## src/rtl/fifo_byte_packer_if.sv

```systemverilog
// Bundles the FIFO read port and the packed-word output stream of fifo_byte_packer.
// master = the packer side, slave = the FIFO / downstream side.
interface fifo_byte_packer_if #(
   parameter int unsigned DATA_W = 8,
   parameter int unsigned NBYTES = 4
);
   logic                     fifo_empty;
   logic [DATA_W-1:0]        fifo_rd_data;
   logic                     fifo_rd_en;
   logic [DATA_W*NBYTES-1:0] out_data;
   logic                     out_valid;
   logic                     out_ready;

   modport master (
      input  fifo_empty,
      input  fifo_rd_data,
      input  out_ready,
      output fifo_rd_en,
      output out_data,
      output out_valid
   );

   modport slave (
      output fifo_empty,
      output fifo_rd_data,
      output out_ready,
      input  fifo_rd_en,
      input  out_data,
      input  out_valid
   );
endinterface

```

## src/rtl/fifo_byte_packer.sv

```systemverilog
// Drains a 1-cycle-latency byte FIFO and packs NBYTES bytes per word onto a valid/ready stream.
// Optional macro PACK_MSB_FIRST_EN: first byte lands in the most significant lane.
module fifo_byte_packer #(
   parameter int unsigned DATA_W = 8,
   parameter int unsigned NBYTES = 4,
   parameter int unsigned CNT_W  = 16,
   localparam int unsigned BC_W  = $clog2(NBYTES + 1)
) (
   input  logic             clk,
   input  logic             rst_n,
   fifo_byte_packer_if.master bus,
   output logic [BC_W-1:0]  byte_cnt,
   output logic [CNT_W-1:0] word_cnt
);
   localparam int unsigned W = DATA_W * NBYTES;

   typedef enum logic [0:0] {StFill, StHold} state_e;

   state_e           state_q, state_d;
   logic [BC_W-1:0]  issued_q, issued_d;
   logic [BC_W-1:0]  byte_cnt_q, byte_cnt_d;
   logic             pend_q;
   logic [W-1:0]     data_q, data_d;
   logic             valid_q, valid_d;
   logic [CNT_W-1:0] word_cnt_q, word_cnt_d;
   logic             rd_en;
   int unsigned      lane;

   always_comb begin
      state_d    = state_q;
      issued_d   = issued_q;
      byte_cnt_d = byte_cnt_q;
      data_d     = data_q;
      valid_d    = valid_q;
      word_cnt_d = word_cnt_q;
      lane       = 0;

      // Never read an empty FIFO, never request more than NBYTES bytes per word.
      rd_en = (state_q == StFill) && !bus.fifo_empty && (issued_q < BC_W'(NBYTES));
      if (rd_en) begin
         issued_d = issued_q + BC_W'(1);
      end

      unique case (state_q)
         StFill: begin
            if (pend_q) begin
`ifdef PACK_MSB_FIRST_EN
               lane = NBYTES - 1 - int'(unsigned'(byte_cnt_q));
`else
               lane = int'(unsigned'(byte_cnt_q));
`endif
               data_d[lane*DATA_W +: DATA_W] = bus.fifo_rd_data;
               byte_cnt_d = byte_cnt_q + BC_W'(1);
               if (byte_cnt_q == BC_W'(NBYTES - 1)) begin
                  valid_d = 1'b1;
                  state_d = StHold;
               end
            end
         end
         StHold: begin
            if (bus.out_ready) begin
               valid_d    = 1'b0;
               byte_cnt_d = '0;
               issued_d   = '0;
               word_cnt_d = word_cnt_q + CNT_W'(1);
               state_d    = StFill;
            end
         end
         default: state_d = StFill;
      endcase
   end

   always_ff @(posedge clk or negedge rst_n) begin
      if (!rst_n) begin
         state_q    <= StFill;
         issued_q   <= '0;
         byte_cnt_q <= '0;
         pend_q     <= 1'b0;
         data_q     <= '0;
         valid_q    <= 1'b0;
         word_cnt_q <= '0;
      end else begin
         state_q    <= state_d;
         issued_q   <= issued_d;
         byte_cnt_q <= byte_cnt_d;
         pend_q     <= rd_en;
         data_q     <= data_d;
         valid_q    <= valid_d;
         word_cnt_q <= word_cnt_d;
      end
   end

   assign bus.fifo_rd_en = rd_en;
   assign bus.out_data   = data_q;
   assign bus.out_valid  = valid_q;
   assign byte_cnt       = byte_cnt_q;
   assign word_cnt       = word_cnt_q;
endmodule

```

## src/flat_wrapper.sv

```systemverilog
// flat-port wrapper written by rule: the top's interface ports become plain ports
module fifo_byte_packer_flat 
#(
   parameter int unsigned DATA_W = 8,
   parameter int unsigned NBYTES = 4,
   parameter int unsigned CNT_W  = 16,
   localparam int unsigned BC_W  = $clog2(NBYTES + 1)
)
  (clk, rst_n, byte_cnt, word_cnt, bus_fifo_empty, bus_fifo_rd_data, bus_out_ready, bus_fifo_rd_en, bus_out_data, bus_out_valid);
  fifo_byte_packer_if #(.DATA_W(DATA_W), .NBYTES(NBYTES)) bus_i ();
  input  logic clk;
  input  logic rst_n;
  output logic [BC_W-1:0] byte_cnt;
  output logic [CNT_W-1:0] word_cnt;
  input wire logic [$bits(bus_i.fifo_empty)-1:0] bus_fifo_empty;
  input wire logic [$bits(bus_i.fifo_rd_data)-1:0] bus_fifo_rd_data;
  input wire logic [$bits(bus_i.out_ready)-1:0] bus_out_ready;
  output wire logic [$bits(bus_i.fifo_rd_en)-1:0] bus_fifo_rd_en;
  output wire logic [$bits(bus_i.out_data)-1:0] bus_out_data;
  output wire logic [$bits(bus_i.out_valid)-1:0] bus_out_valid;
  assign bus_i.fifo_empty = bus_fifo_empty;
  assign bus_i.fifo_rd_data = bus_fifo_rd_data;
  assign bus_i.out_ready = bus_out_ready;
  assign bus_fifo_rd_en = bus_i.fifo_rd_en;
  assign bus_out_data = bus_i.out_data;
  assign bus_out_valid = bus_i.out_valid;
  fifo_byte_packer #(.DATA_W(DATA_W), .NBYTES(NBYTES), .CNT_W(CNT_W)) u_core (.clk(clk), .rst_n(rst_n), .bus(bus_i), .byte_cnt(byte_cnt), .word_cnt(word_cnt));
endmodule
```

## config.mk

```make
export PLATFORM = sky130hd
export DESIGN_NAME = fifo_byte_packer_flat
export DESIGN_NICKNAME = d
export VERILOG_FILES = /design/src/rtl/fifo_byte_packer_if.sv /design/src/rtl/fifo_byte_packer.sv /design/src/flat_wrapper.sv
export SDC_FILE = /design/constraint.sdc
export NUM_CORES = 1
export LEC_CHECK = 0
export BUFFER_PORTS_ARGS = -buffer_cell sky130_fd_sc_hd__buf_2
export CORE_AREA = 2 2 73 75
export CTS_BUF_LIST = sky130_fd_sc_hd__clkbuf_4 sky130_fd_sc_hd__clkbuf_8 sky130_fd_sc_hd__clkbuf_16
export DETAILED_ROUTE_END_ITERATION = 7
export DIE_AREA = 0 0 75 77
export GPL_TIMING_DRIVEN = 0
export HOLD_SLACK_MARGIN = 0.06
export PLACE_DENSITY = 0.74
export SYNTH_ARGS = -nofsm -noshare
export SYNTH_HDL_FRONTEND = slang
export SYNTH_SLANG_ARGS = --single-unit
```

## constraint.sdc

```tcl
create_clock -name clk -period 2.1 [get_ports clk]
set_input_delay 0.21 -clock clk [delete_from_list [all_inputs] [get_ports clk]]
set_output_delay 0.21 -clock clk [all_outputs]
set_load 0.005 [all_outputs]
```

==> metrics.txt <==
number of endpoints failing setup at the final stage 0; result of the run completed; delay-heaviest family, CP adder cells; share of layout cells above drive strength 1 51.38%; number of warnings reported in the yosys synthesis log 0; Final period util 94.92%; total power consumption of the routed design 3.284 mW; Die X-Extent 75 um; final weighted congestion of routability-driven global placement 0.7178; delay of the slowest critical-path stage 0.43 ns; setup repair after global routing missed its margin false; standard-cell rows 26; setup slack after placement -0.1121 ns; leakage component of the power 1.614 nW; Arrival @ worst endpoint 2.19 ns; top cells by area in the synthesized netlist sky130_fd_sc_hd__dfrtp_1, sky130_fd_sc_hd__mux2_2, sky130_fd_sc_hd__xnor2_1; fraction of the yosys area taken by sequential cells 59.62%; Total Die Area 5775 sq um; chip height 77 um; Yosys reg bits 57; average instance area after synthesis 14.07 sq um; effective utilization at floorplan 48.06%; type of the worst min-delay path in2reg; Worst EP required 2.30 ns; clock sinks 57; worst setup skew after layout 0.006315 ns; area share of and/or/nand/nor cells after synthesis 10.09%; Final Hold Vio Count 0; detailed-router iteration count before antenna repair 4; post-layout util 62.12%; gr ovfl total 0; Synth Area in Adders 3.138%; worst-case headroom to the max-slew limit 52.41%; WS Path Type reg2reg; IO Count 65; count of antenna-violating nets left after detailed routing 0; Comb power frac 19.8%; worst-skew pair later-pin latency 0.32 ns; post-DR wirelength/cell 13.71 um; sequential share of power 42.7%; master cell of the clock root buffer sky130_fd_sc_hd__clkbuf_8; proportion of total power due to net switching 25.51%; Period minus WS final 1.993 ns; total half-perimeter wirelength after legalization and detailed placement 3035 um; endpoint class of the critical path flop; layout-stage area growth over the synthesis result 29.24%; count of buffers inserted at the top-level ports 63; hold_ws 0.09705 ns; most used cells in the layout excluding fill and tap cells sky130_fd_sc_hd__buf_2, sky130_fd_sc_hd__dfrtp_1, sky130_fd_sc_hd__mux2_2; cell accounting for the most synthesized area sky130_fd_sc_hd__dfrtp_1; achievable frequency 0.5017 GHz; most frequent standard cell in the layout excluding fill and tap cells sky130_fd_sc_hd__buf_2; buffer levels on the longest clock path 2; wire length of the first global-routing pass 7424 um; fraction of power consumed by the clock network 37.5%; CP max stage cell sky130_fd_sc_hd__dfrtp_2; Slew @ Worst Pin 0.7138 ns; power dissipated by switching net loads 0.8379 mW; synth unique cells 31; number of nets in the synthesized netlist 188; total power per unit cell area 1062 nW/um^2; Critical Path Most Common Cell sky130_fd_sc_hd__ha_1; fraction of synthesized cell area in xor and xnor cells 5.858%; CP max FO 8; top-area cell type share of the netlist area 59.62%; H-Tree Depth 3; number of vias per cell after detailed routing 4.895; wire length after detailed routing 4429 um; total clock buffers created by CTS 9; vias post-DR 1,581; worst-case setup margin in the final layout 0.1066 ns; maximum number of pins on one net before global-route repair 58; number of design-rule violations left by the first detailed-router iteration 93; clock-pin transition on the worst setup and hold timing paths 0.06 ns; cell area after technology mapping 2392 sq um; synthesized instance count 170; core area 4977 sq um; fraction of synthesized area in multiplexers 15.95%; worst path buffer plus inverter count 2; highest ir drop seen on vdd 0.5474 mV; number of nets in the layout 266; number of pins exceeding their max-slew limit in the final report 0; number of violations of the max-capacitance limit 0; CP cell instances inv_1 > ha_1 > ha_1 > nor2b_4 > o2111a_1 > buf_6 > mux2_2; number of global-route vias before repair 1,608; clock tree from TritonCTS done; Critical Path Source Type flop; Power Internal 2.446 mW; initial antenna violation count 0; number of diodes added for antenna fixing 0; post-detailed-route DRC marker count 0; total global-route track usage 16.78%; fraction of the mapped netlist area in compound gates 3.138%; combinational family with the most area after synthesis multiplexers
synthesized netlist by cell type:
cell type and instances:
sky130_fd_sc_hd__nand3_2 2, sky130_fd_sc_hd__and3_1 4, sky130_fd_sc_hd__nor4_1 1, sky130_fd_sc_hd__xor2_1 6
sky130_fd_sc_hd__o21ai_0 3, sky130_fd_sc_hd__a22o_1 1, sky130_fd_sc_hd__inv_1 7, sky130_fd_sc_hd__o22ai_1 2
sky130_fd_sc_hd__nand2b_1 2, sky130_fd_sc_hd__a21o_1 1, sky130_fd_sc_hd__mux2i_1 1, sky130_fd_sc_hd__nand4_1 2
sky130_fd_sc_hd__mux2_2 33, sky130_fd_sc_hd__nor3_2 2, sky130_fd_sc_hd__nand3_1 3, sky130_fd_sc_hd__nor2_2 1
sky130_fd_sc_hd__buf_6 1, sky130_fd_sc_hd__nand4b_2 1, sky130_fd_sc_hd__o2111a_1 1, sky130_fd_sc_hd__buf_4 2
sky130_fd_sc_hd__nand4_2 1, sky130_fd_sc_hd__nor2b_1 1, sky130_fd_sc_hd__nor2_1 4, sky130_fd_sc_hd__nand2_1 8
sky130_fd_sc_hd__dfrtp_1 57, sky130_fd_sc_hd__a21oi_1 4, sky130_fd_sc_hd__and2b_1 1, sky130_fd_sc_hd__nor3_4 1
sky130_fd_sc_hd__nand4_4 1, sky130_fd_sc_hd__xnor2_1 10, sky130_fd_sc_hd__ha_1 6
stage by stage:
stage / TNS, ns / cell area [sq um] / cells
2_1_floorplan: 0 / 2392 / 170
3_3_place_gp: -0.6471 / 2795 / 303
3_5_place_dp: -1.594 / 2795 / 303
4_1_cts: 0 / 3050 / 319
5_1_grt: 0 / 3092 / 323
6_report: 0 / 3092 / 323
power by group through the flow:
stage | sequential, mW | clock (mW) | combinational [mW]
6_report | 1.40 | 1.23 | 0.649
5_1_grt | 1.43 | 1.30 | 0.724
4_1_cts | 1.41 | 1.26 | 0.589
3_5_place_dp | 1.42 | 0 | 0.560
3_3_place_gp | 1.42 | 0 | 0.533
2_1_floorplan | 1.42 | 0 | 0.298
state kept, by name, indices dropped and copies added (netlist names):
name                  count
u_core.bus.out_data      32
u_core.word_cnt          16
u_core.byte_cnt           3
u_core.issued_q           3
u_core.bus.out_valid      1
u_core.pend_q             1
u_core.state_q            1
worst reg2reg max path, delay by kind of cell (launching register included):
family | cells | cell delay [ns]
flops | 1 | 0.43
mux | 1 | 0.35
buf+inv | 2 | 0.21
compound gates | 1 | 0.21
simple gates | 1 | 0.20
fa+ha+maj | 2 | 0.48
metal layers:
layer	vias to the layer above	part of all wire [%]	track usage [%]	routed length [um]
li1	752	-	-	-
met1	788	46	21.64	2027
met2	36	50	26.23	2199
met3	5	3.4	3.548	149
met4	0	1.2	8.571	51
met5	-	0	0	0
worst paths after layout:
path	slack, ns	depth (start not counted)	startpoint	to
worst max-delay path	0.11	7	u_core.byte_cnt[0]	u_core.bus.out_data[16]
max in group asynchronous	1.09	2	rst_n	u_core.byte_cnt[0]
worst max register to register	0.11	7	u_core.byte_cnt[0]	u_core.bus.out_data[16]
worst min-delay path	0.1	2	bus_fifo_empty	u_core.pend_q
worst min register to register	0.46	1	u_core.word_cnt[15]	u_core.word_cnt[15]
min in group asynchronous	0.47	2	rst_n	u_core.bus.out_data[22]
layout make-up:
type | count | area, sq um
sequential | 57 | 1429
tap | 70 | 87.58
clock inverter | 6 | 105.1
timing repair buffer | 67 | 350.3
buffer | 3 | 26.28
clock buffer | 10 | 137.6
inverter | 7 | 26.28
fill | 402 | 1886
multi-input combinational | 103 | 929.6
cells by family (layout without fill, tap and decap cells):
group	count (synthesis)	count (layout)
DFF	57	57
and+or+nand+nor	35	35
muxes	34	34
xor gates and xnor gates	16	16
AOI/OAI and AO/OA	12	12
buffers and inverters	10	93
adders and majority gates	6	6
repair_timing:
action | CTS | global route
gates resized for setup | 3 | 2
setup buffers | 0 | 3
setup endpoints to repair | 24 | 16
endpoints found under the hold margin | 0 | 57
hold buffers | 0 | 1
Power figures use the tool's default switching activity.
